===== src/rtl/bus_arb_pkg.sv =====
// Shared types and the round-robin pick function for the bus host arbiter.
// Host IDs are sized for the largest legal host count so one type serves every configuration.
package bus_arb_pkg;

    localparam int unsigned MaxHosts    = 8;
    localparam int unsigned HostIdWidth = ($clog2(MaxHosts) > 0) ? $clog2(MaxHosts) : 1;

    typedef logic [HostIdWidth-1:0] host_id_t;

    typedef struct packed {
        logic     found;
        host_id_t id;
    } rr_pick_t;

    // req is zero-padded above NrHosts, so wrapping modulo MaxHosts yields
    // the same winner as wrapping modulo NrHosts.
    function automatic rr_pick_t rr_pick(input logic [MaxHosts-1:0] req, input host_id_t ptr);
        rr_pick_t res;
        host_id_t idx;
        res = '0;
        for (int i = 0; i < MaxHosts; i++) begin
            idx = ptr + host_id_t'(i);
            if (!res.found && req[idx]) begin
                res.found = 1'b1;
                res.id    = idx;
            end
        end
        return res;
    endfunction

endpackage


===== src/rtl/bus_arb_id_fifo.sv =====
// In-order FIFO of host IDs for transactions granted but not yet answered.
// Pushes while full and pops while empty are ignored.
module bus_arb_id_fifo
    import bus_arb_pkg::*;
#(
    parameter int unsigned Depth = 4
) (
    input  logic     clk_i,
    input  logic     rst_i,
    input  logic     push,
    input  host_id_t push_id,
    input  logic     pop,
    output host_id_t head_id,
    output logic     full,
    output logic     empty
);

    localparam int unsigned PtrWidth = $clog2(Depth);

    host_id_t              mem [Depth];
    logic [PtrWidth-1:0]   wr_ptr;
    logic [PtrWidth-1:0]   rd_ptr;
    logic [PtrWidth:0]     count;
    logic                  do_push;
    logic                  do_pop;

    assign full    = (count == (PtrWidth+1)'(Depth));
    assign empty   = (count == '0);
    assign do_push = push & ~full;
    assign do_pop  = pop & ~empty;
    assign head_id = mem[rd_ptr];

    always_ff @(posedge clk_i) begin
        if (do_push) begin
            mem[wr_ptr] <= push_id;
        end
    end

    always_ff @(posedge clk_i) begin
        if (rst_i) begin
            wr_ptr <= '0;
            rd_ptr <= '0;
            count  <= '0;
        end else begin
            if (do_push) begin
                wr_ptr <= wr_ptr + PtrWidth'(1);
            end
            if (do_pop) begin
                rd_ptr <= rd_ptr + PtrWidth'(1);
            end
            case ({do_push, do_pop})
                2'b10:   count <= count + (PtrWidth+1)'(1);
                2'b01:   count <= count - (PtrWidth+1)'(1);
                default: count <= count;
            endcase
        end
    end

endmodule


===== src/rtl/bus_host_arbiter.sv =====
// Round-robin arbiter sharing one device port among NrHosts request/grant hosts, with in-order response routing.
// Optional response timeout enabled by defining BUS_ARB_TIMEOUT_EN.
module bus_host_arbiter
    import bus_arb_pkg::*;
#(
    parameter int unsigned NrHosts        = 2,
    parameter int unsigned DataWidth      = 32,
    parameter int unsigned AddressWidth   = 32,
    parameter int unsigned MaxOutstanding = 4,
    parameter int unsigned TimeoutCycles  = 1024
) (
    input  logic                              clk_i,
    input  logic                              rst_i,
    input  logic [NrHosts-1:0]                host_req_i,
    output logic [NrHosts-1:0]                host_gnt_o,
    input  logic [NrHosts*AddressWidth-1:0]   host_addr_i,
    input  logic [NrHosts-1:0]                host_we_i,
    input  logic [NrHosts*DataWidth/8-1:0]    host_be_i,
    input  logic [NrHosts*DataWidth-1:0]      host_wdata_i,
    output logic [NrHosts-1:0]                host_rvalid_o,
    output logic [DataWidth-1:0]              host_rdata_o,
    output logic                              host_err_o,
    output logic                              dev_req_o,
    input  logic                              dev_gnt_i,
    output logic [AddressWidth-1:0]           dev_addr_o,
    output logic                              dev_we_o,
    output logic [DataWidth/8-1:0]            dev_be_o,
    output logic [DataWidth-1:0]              dev_wdata_o,
    input  logic                              dev_rvalid_i,
    input  logic [DataWidth-1:0]              dev_rdata_i,
    input  logic                              dev_err_i,
    output logic                              spurious_rsp_o
);

    localparam int unsigned BeWidth = DataWidth / 8;

    if (NrHosts < 2 || NrHosts > MaxHosts) begin : g_bad_hosts
        $error("bus_host_arbiter: NrHosts must be in 2..8");
    end
    if (MaxOutstanding < 2 || (MaxOutstanding & (MaxOutstanding - 1)) != 0) begin : g_bad_depth
        $error("bus_host_arbiter: MaxOutstanding must be a power of 2, at least 2");
    end
    if (TimeoutCycles < 2) begin : g_bad_timeout
        $error("bus_host_arbiter: TimeoutCycles must be at least 2");
    end

    logic [MaxHosts-1:0] req_pad;
    rr_pick_t            pick;
    host_id_t            winner;
    host_id_t            rr_ptr;
    host_id_t            head_id;
    logic                fifo_full;
    logic                fifo_empty;
    logic                accept;
    logic                dev_rsp;
    logic                rsp_pop;
    logic                tmo_fire;
    logic                spurious_q;

    always_comb begin
        req_pad              = '0;
        req_pad[NrHosts-1:0] = host_req_i;
    end

    assign pick      = rr_pick(req_pad, rr_ptr);
    assign winner    = pick.id;
    // A full FIFO blocks the request even when a pop frees a slot this cycle.
    assign dev_req_o = pick.found & ~fifo_full;
    assign accept    = dev_req_o & dev_gnt_i;
    assign dev_rsp   = dev_rvalid_i & ~fifo_empty;
    assign rsp_pop   = dev_rsp | tmo_fire;

    always_comb begin
        dev_addr_o  = '0;
        dev_we_o    = 1'b0;
        dev_be_o    = '0;
        dev_wdata_o = '0;
        if (pick.found) begin
            dev_addr_o  = host_addr_i[int'(winner)*AddressWidth +: AddressWidth];
            dev_we_o    = host_we_i[winner];
            dev_be_o    = host_be_i[int'(winner)*BeWidth +: BeWidth];
            dev_wdata_o = host_wdata_i[int'(winner)*DataWidth +: DataWidth];
        end
    end

    always_comb begin
        host_gnt_o    = '0;
        host_rvalid_o = '0;
        for (int i = 0; i < NrHosts; i++) begin
            host_gnt_o[i]    = accept && (winner == host_id_t'(i));
            host_rvalid_o[i] = rsp_pop && (head_id == host_id_t'(i));
        end
    end

    // A synthesized timeout response carries zero data and err=1.
    assign host_rdata_o   = dev_rsp ? dev_rdata_i : '0;
    assign host_err_o     = dev_rsp ? dev_err_i : tmo_fire;
    assign spurious_rsp_o = spurious_q;

    always_ff @(posedge clk_i) begin
        if (rst_i) begin
            rr_ptr     <= '0;
            spurious_q <= 1'b0;
        end else begin
            if (accept) begin
                rr_ptr <= (winner == host_id_t'(NrHosts - 1)) ? '0 : winner + host_id_t'(1);
            end
            if (dev_rvalid_i && fifo_empty) begin
                spurious_q <= 1'b1;
            end
        end
    end

`ifdef BUS_ARB_TIMEOUT_EN
    localparam int unsigned TmoWidth = $clog2(TimeoutCycles) + 1;

    logic [TmoWidth-1:0] tmo_cnt;

    // Fires on the TimeoutCycles-th consecutive cycle the head waits without a response.
    assign tmo_fire = ~fifo_empty & ~dev_rvalid_i & (tmo_cnt == TmoWidth'(TimeoutCycles - 1));

    always_ff @(posedge clk_i) begin
        if (rst_i || fifo_empty || rsp_pop) begin
            tmo_cnt <= '0;
        end else if (!dev_rvalid_i) begin
            tmo_cnt <= tmo_cnt + TmoWidth'(1);
        end
    end
`else
    assign tmo_fire = 1'b0;
`endif

    bus_arb_id_fifo #(
        .Depth (MaxOutstanding)
    ) u_id_fifo (
        .clk_i   (clk_i),
        .rst_i   (rst_i),
        .push    (accept),
        .push_id (winner),
        .pop     (rsp_pop),
        .head_id (head_id),
        .full    (fifo_full),
        .empty   (fifo_empty)
    );

endmodule


===== config.mk =====
export PLATFORM = sky130hd
export DESIGN_NAME = bus_host_arbiter
export DESIGN_NICKNAME = d
export VERILOG_FILES = /design/src/rtl/bus_arb_pkg.sv /design/src/rtl/bus_arb_id_fifo.sv /design/src/rtl/bus_host_arbiter.sv
export SDC_FILE = /design/constraint.sdc
export NUM_CORES = 1
export LEC_CHECK = 0
export BUFFER_PORTS_ARGS = -buffer_cell sky130_fd_sc_hd__buf_2
export CELL_PAD_IN_SITES_DETAIL_PLACEMENT = 1
export CELL_PAD_IN_SITES_GLOBAL_PLACEMENT = 1
export CORE_ASPECT_RATIO = 0.6
export CORE_MARGIN = 1
export CORE_UTILIZATION = 26
export CTS_CLUSTER_SIZE = 25
export DETAILED_ROUTE_END_ITERATION = 12
export GPL_ROUTABILITY_DRIVEN = 0
export GPL_TIMING_DRIVEN = 1
export PLACE_DENSITY_LB_ADDON = 0.1
export SKIP_CTS_REPAIR_TIMING = 1
export SKIP_LAST_GASP = 1
export SLEW_MARGIN = 10
export SYNTH_ARGS = -nofsm -noshare
export SYNTH_HDL_FRONTEND = slang
export SYNTH_SLANG_ARGS = --single-unit

===== constraint.sdc =====
create_clock -name clk_i -period 3.25 [get_ports clk_i]
set_clock_uncertainty 0.1 [all_clocks]
set_input_delay 0 -clock clk_i [delete_from_list [all_inputs] [get_ports clk_i]]
set_output_delay 0 -clock clk_i [all_outputs]
set_load 0.02 [all_outputs]

Yosys cells after proc, flatten, opt, wreduce, memory -nomap -nowiden
Memories as Yosys holds them, arrays and structs flattened. A register that Yosys moved wholly into a read port is not among the register bits.
Index checks and enable logic that the tools add are counted.
{"block": "word_totals", "ff_bits": 11, "latchBits": 0, "ramBits": 12, "mem_bits_ro": 0, "inputBits": 177, "output_inout_bits": 108, "wordCells": 103, "mem_count": 1}
{"name": "u_id_fifo.mem", "words": 4, "width": 3, "read_ports": 1, "rd_clocked_by_memory_dff": 1, "write_ports": 1, "line": "bus_arb_id_fifo.sv:20", "source": "host_id_t mem [Depth];"}
{"block": "classes", "n_addsub": 12, "n_mul": 0, "n_div": 0, "magnitude_cmp": 9, "eq_ne": 5, "n_shift": 3, "mux": 38, "n_bitwise": 7, "reduce_logical": 23}
{"operator": "64-bit by 9-bit indexed part select with 32-bit output", "count": 2}
{"operator": "32-bit 2-to-1 mux", "count": 3}
{"operator": "4-bit 2-to-1 mux", "count": 9}
{"operator": "3-bit by 4-bit < comparator with 1-bit output, second input constant", "count": 8}
{"operator": "1-bit binary-select mux with 3-bit select", "count": 8}
{"operator": "1-bit 2-to-1 mux", "count": 14}
{"operator": "3-bit adder, second input constant", "count": 4}
{"operator": "1-bit logical AND", "count": 12}
{"operator": "3-bit by 1-bit adder with 3-bit output, second input constant", "count": 3}
{"operator": "3-bit zero test", "count": 3}
{"operator": "8-bit by 6-bit indexed part select with 4-bit output", "count": 1}
{"operator": "1-bit zero test", "count": 7}
{"operator": "3-bit by 2-bit adder with 3-bit output, second input constant", "count": 2}
{"operator": "3-bit by 1-bit equality test with 1-bit output, second input constant", "count": 2}
{"operator": "3-bit case mux with 2 select lines", "count": 1}
{"operator": "1-bit bitwise AND", "count": 5}
{"operator": "2-bit by 1-bit adder with 2-bit output, second input constant", "count": 2}
{"operator": "2-bit 2-to-1 mux", "count": 2}
{"operator": "3-bit equality test, second input constant", "count": 1}
{"operator": "3-bit by 2-bit < comparator with 1-bit output, second input constant", "count": 1}
{"operator": "3-bit 2-to-1 mux", "count": 1}
{"operator": "3-bit by 1-bit subtractor with 3-bit output, second input constant", "count": 1}
{"operator": "2-bit by 1-bit equality test with 1-bit output, second input constant", "count": 1}
{"operator": "2-bit equality test, second input constant", "count": 1}
{"operator": "2 further kinds", "count": 3}

Logic depth before layout (Yosys ltp)
{"block": "depth", "ltp_word": 29, "depth_mapped": 12, "ltp_nobuf": 10}

Modules after synthesis
A second synthesis with hierarchy kept.
{"block": "hier_totals", "cells_unflattened": 386, "hier_area_um2": 3032.9}
{"module": "bus_host_arbiter", "n_inst": 1, "cells_each": 317, "area_per_inst_um2": 2119.5}
{"module": "bus_arb_id_fifo", "n_inst": 1, "cells_each": 69, "area_per_inst_um2": 913.4}

Worst setup path before layout
No wires, ideal clock.
{"block": "synth_timing", "kind": "register to output", "start": "reg rr_ptr[0]", "end": "out dev_addr_o[31]", "arrival_ns": 2.633, "setup_slack_ns": 0.517, "path_stages_with_launch": 11, "path_buffers": 2, "cell_sequence": "dfxtp_1 -> buf_2 -> inv_1 -> ha_1 -> inv_1 -> a2111o_1 -> a21oi_1 -> a21oi_1 -> a21o_1 -> buf_4 -> a211oi_1"}
{"block": "synth_between", "elab_chain_cells": 26, "word_cells_on_any_way": 47, "classes_between": "add/sub (7); shift (1); mux (25); reduce/logical (14)"}
{"item": "start: declaration", "line": "bus_host_arbiter.sv:50", "source": "host_id_t rr_ptr;"}
{"item": "start signal: assignment", "line": "bus_host_arbiter.sv:106", "source": "rr_ptr <= (winner == host_id_t'(NrHosts - 1)) ? '0 : winner + host_id_t'(1);"}
{"item": "parallel branches: the longest is 23 deep, another holds 3-bit by 1-bit adder with 3-bit output"}
{"item": "4-bit 2-to-1 mux (*)", "line": "bus_arb_pkg.sv:23", "source": "if (!res.found && req[idx]) begin"}
{"item": "64-bit by 9-bit indexed part select with 32-bit output", "line": "bus_host_arbiter.sv:79", "source": "dev_addr_o = host_addr_i[int'(winner)*AddressWidth +: AddressWidth];"}
{"item": "32-bit 2-to-1 mux (*)", "line": "bus_host_arbiter.sv:78", "source": "if (pick.found) begin"}
{"item": "end: declaration", "line": "bus_host_arbiter.sv:25", "source": "output logic [AddressWidth-1:0] dev_addr_o,"}
Mark *: on every way between the ends. The select of a mux whose other input is x is not followed.

Final worst setup path
{"block": "layout_timing", "start": "reg rr_ptr[1]", "end": "out dev_wdata_o[14]"}
{"block": "layout_between", "elab_chain_cells": 26, "word_cells_on_any_way": 47, "classes_between": "add/sub (7); shift (1); mux (25); reduce/logical (14)"}
{"item": "parallel branches: the longest is 23 deep, another holds 3-bit by 1-bit adder with 3-bit output"}
{"item": "4-bit 2-to-1 mux (*)", "line": "bus_arb_pkg.sv:23"}
{"item": "64-bit by 9-bit indexed part select with 32-bit output", "line": "bus_host_arbiter.sv:82", "source": "dev_wdata_o = host_wdata_i[int'(winner)*DataWidth +: DataWidth];"}
{"item": "32-bit 2-to-1 mux (*)", "line": "bus_host_arbiter.sv:78"}
{"item": "end: declaration", "line": "bus_host_arbiter.sv:28", "source": "output logic [DataWidth-1:0] dev_wdata_o,"}
Marked as above.

==> metrics.csv <==
metric;value;unit
status;completed;
synthesized instance count;420;
Die H;91.1;um
Post-Layout Inst Area;5180;um2
critical path required time;3150;ps
Initial Utilization;26.7;%
global-route wire length before repair;21300;um
YS warnings;0;
crit share post-route;93.6;%
synthesized area;3440;um2
initial antenna violation count;3;
Leak Pwr;2.56;nW
Critical Path Max Stage Delay;380;ps
IO Pins;285;
number of clock buffers inserted by TritonCTS;3;
pin count of the biggest net entering global routing;71;
area grow syn2layout;50.6;%
critical path cell sequence;inv_1, ha_1, nand3b_1, mux2i_1, a221o_1, nand4_4, a21o_4, buf_16, a211oi_2, buf_2;
Vias per Instance;4.77;
Yosys reg bits;25;
CP startpoint kind;flop;
Post-DP Area;4990;um2
Final #Nets;870;
cell area power density;428;nW/um2
vias in the first global route;4026;
DRT Pass-1 Iters;4;
CTS clk-pin slew, worst paths;70;ps
GRT Util Overall;19.3;%
die width;151;um
Fmax;329;MHz
detailed-route DRC error count;0;
most used flip-flop cell after synthesis;dfxtp_1;
Slew Limit Fails;0;
Clock Path Buffers;2;
core area;12900;um2
WL per Instance;16.8;um
Starting DRT DRC Count;135;
CTS root buffer;clkbuf_16;
Slew HR;23.2;%
HPWL Detailed;11000;um
Synth cell types;43;
Port Buffer Count;284;
post-layout power;0.00222;W
clk_lat worst skew;260;ps
worst slew pin tran;1150;ps
clock sink count;25;
Final setup viols;0;
Rows;32;
Final Critical Period;3040;ps
Die ar.;13700;um2
Fin. Hold Viols;0;
synthesized area per cell;8.20;um2
slowest CP cell;dfxtp_2;
Post-synth EDFFs;12;
critical setup path kind;flop to primary output;
crit end category;primary output;
GRT overflow;0;
Final Util;40.2;%
vias;4084;
Critical Path Fanout Max;40;
pre-CTS setup slack;246;ps
H-tree Lvls;1;
Post-synth ARST share;0;%
Max rail drop VDD;0.000178;V
arrival time at the worst endpoint;2940;ps
worst min-delay path class;input pin to flop;
maxcap violations;0;
register area share after synthesis;18.0;%
layout cells sized above 1;56.0;%
RSZ-0062 raised after global routing;no;
Post-DRT Antenna Nets;0;
TritonCTS clock tree;yes;
routed wire length;14400;um
worst setup margin;209;ps
[layout make-up]
type	instances	area (um2)
Clock buffer	3	75.1
Clock inverter	1	7.51
Fill cell	1652	7710
Tap cell	170	213
Timing Repair Buffer	300	1620
Inverter	81	304
Multi-Input combinational cell	274	2330
Antenna cell	2	5.00
Sequential cell	25	622
[placed cells by master, fill, tap and decap left out, types with 3 or more instances in the layout]
cell type and instances:
and3_1 5, xnor2_1 3, nor3b_1 3, o21ai_0 4, nand2_1 9, a211oi_2 69, a211oi_1 69, edfxtp_1 12
dfxtp_1 12, nor2_1 12, conb_1 8, buf_2 284, and2_1 36, clkbuf_16 4, buf_4 8, a21oi_1 7
nor3_1 4, ha_1 7, inv_1 81, xor2_1 5
[power breakdown]
group,switching (W),leakage [nW],total (W),internal (W)
Sequential,0.0000371,0.217,0.000424,0.000387
Clock,0.000111,0.0371,0.000278,0.000167
Combinational,0.000920,2.30,0.00152,0.000598
Total,0.00107,2.56,0.00222,0.00115
[cells in the mapped netlist (3+ instances only)]
master     n  area [um2]
buf_2     13        65.1
dfxtp_1   13         260
ha_1       7        87.6
and3_1     5        31.3
a21oi_1    9        45.0
a211oi_2  68         851
inv_1     81         304
a211oi_1  70         526
nor2_1    13        48.8
xor2_1     5        43.8
nand2_1   10        37.5
o21ai_0    4        20.0
nor3_1     4        20.0
nor3b_1    3        22.5
buf_6      7        78.8
edfxtp_1  12         360
clkbuf_1  26        97.6
xnor2_1    3        26.3
and2_1    36         225
[cell families after synthesis]
group / Yosys count / synth area share, %
compound gates: 162 / 44.5
xor+xnor: 8 / 2.04
fa+ha+maj: 8 / 3.13
buf+inv: 128 / 16.1
flops: 25 / 18.0
mux: 5 / 1.89
other cells: 1 / 0.109
simple gates: 83 / 14.2
[worst max-delay path: cells and delay by family, from the launching register on]
| kind | cells | cell delay (ps) |
|---|---|---|
| AO/OA/AOI/OAI | 3 | 810 |
| adder cells (fa/ha/maj) | 1 | 350 |
| buffers and inverters | 3 | 540 |
| flip-flops | 1 | 380 |
| multiplexers | 1 | 190 |
| AND/OR/NAND/NOR | 2 | 390 |
[sequential cells by signal, indices dropped and copies added, names as in the netlist, named ones only]
register          cells
rr_ptr                3
spurious_rsp_o        1
u_id_fifo.count       3
u_id_fifo.mem        12
u_id_fifo.rd_ptr      2
u_id_fifo.wr_ptr      2
[final timing paths]
kind | start | end | slack, ps | depth (start not counted)
hold reg to reg | spurious_rsp_o | spurious_rsp_o | 370 | 2
hold / removal | dev_gnt_i | u_id_fifo.mem[2][0] | 100 | 2
setup / recovery | rr_ptr[1] | dev_wdata_o[14] | 210 | 10
setup reg to reg | rr_ptr[1] | rr_ptr[0] | 670 | 9
[per-stage QoR]
step,TNS [ps],cells,hold slack (ps)
2_1_floorplan,0,427,-23.9
3_3_place_gp,0,843,145
3_5_place_dp,0,843,145
4_1_cts,-52.2,847,-120
5_1_grt,0,855,130
6_report,0,856,99.2
[per-layer routing]
metal / wire (um) / track usage, %
met5: 17 / 0
met4: 94 / 1.68
met3: 974 / 5.53
met2: 7120 / 34.1
met1: 6150 / 23.7
No activity file was read; power rests on OpenSTA's default activity.
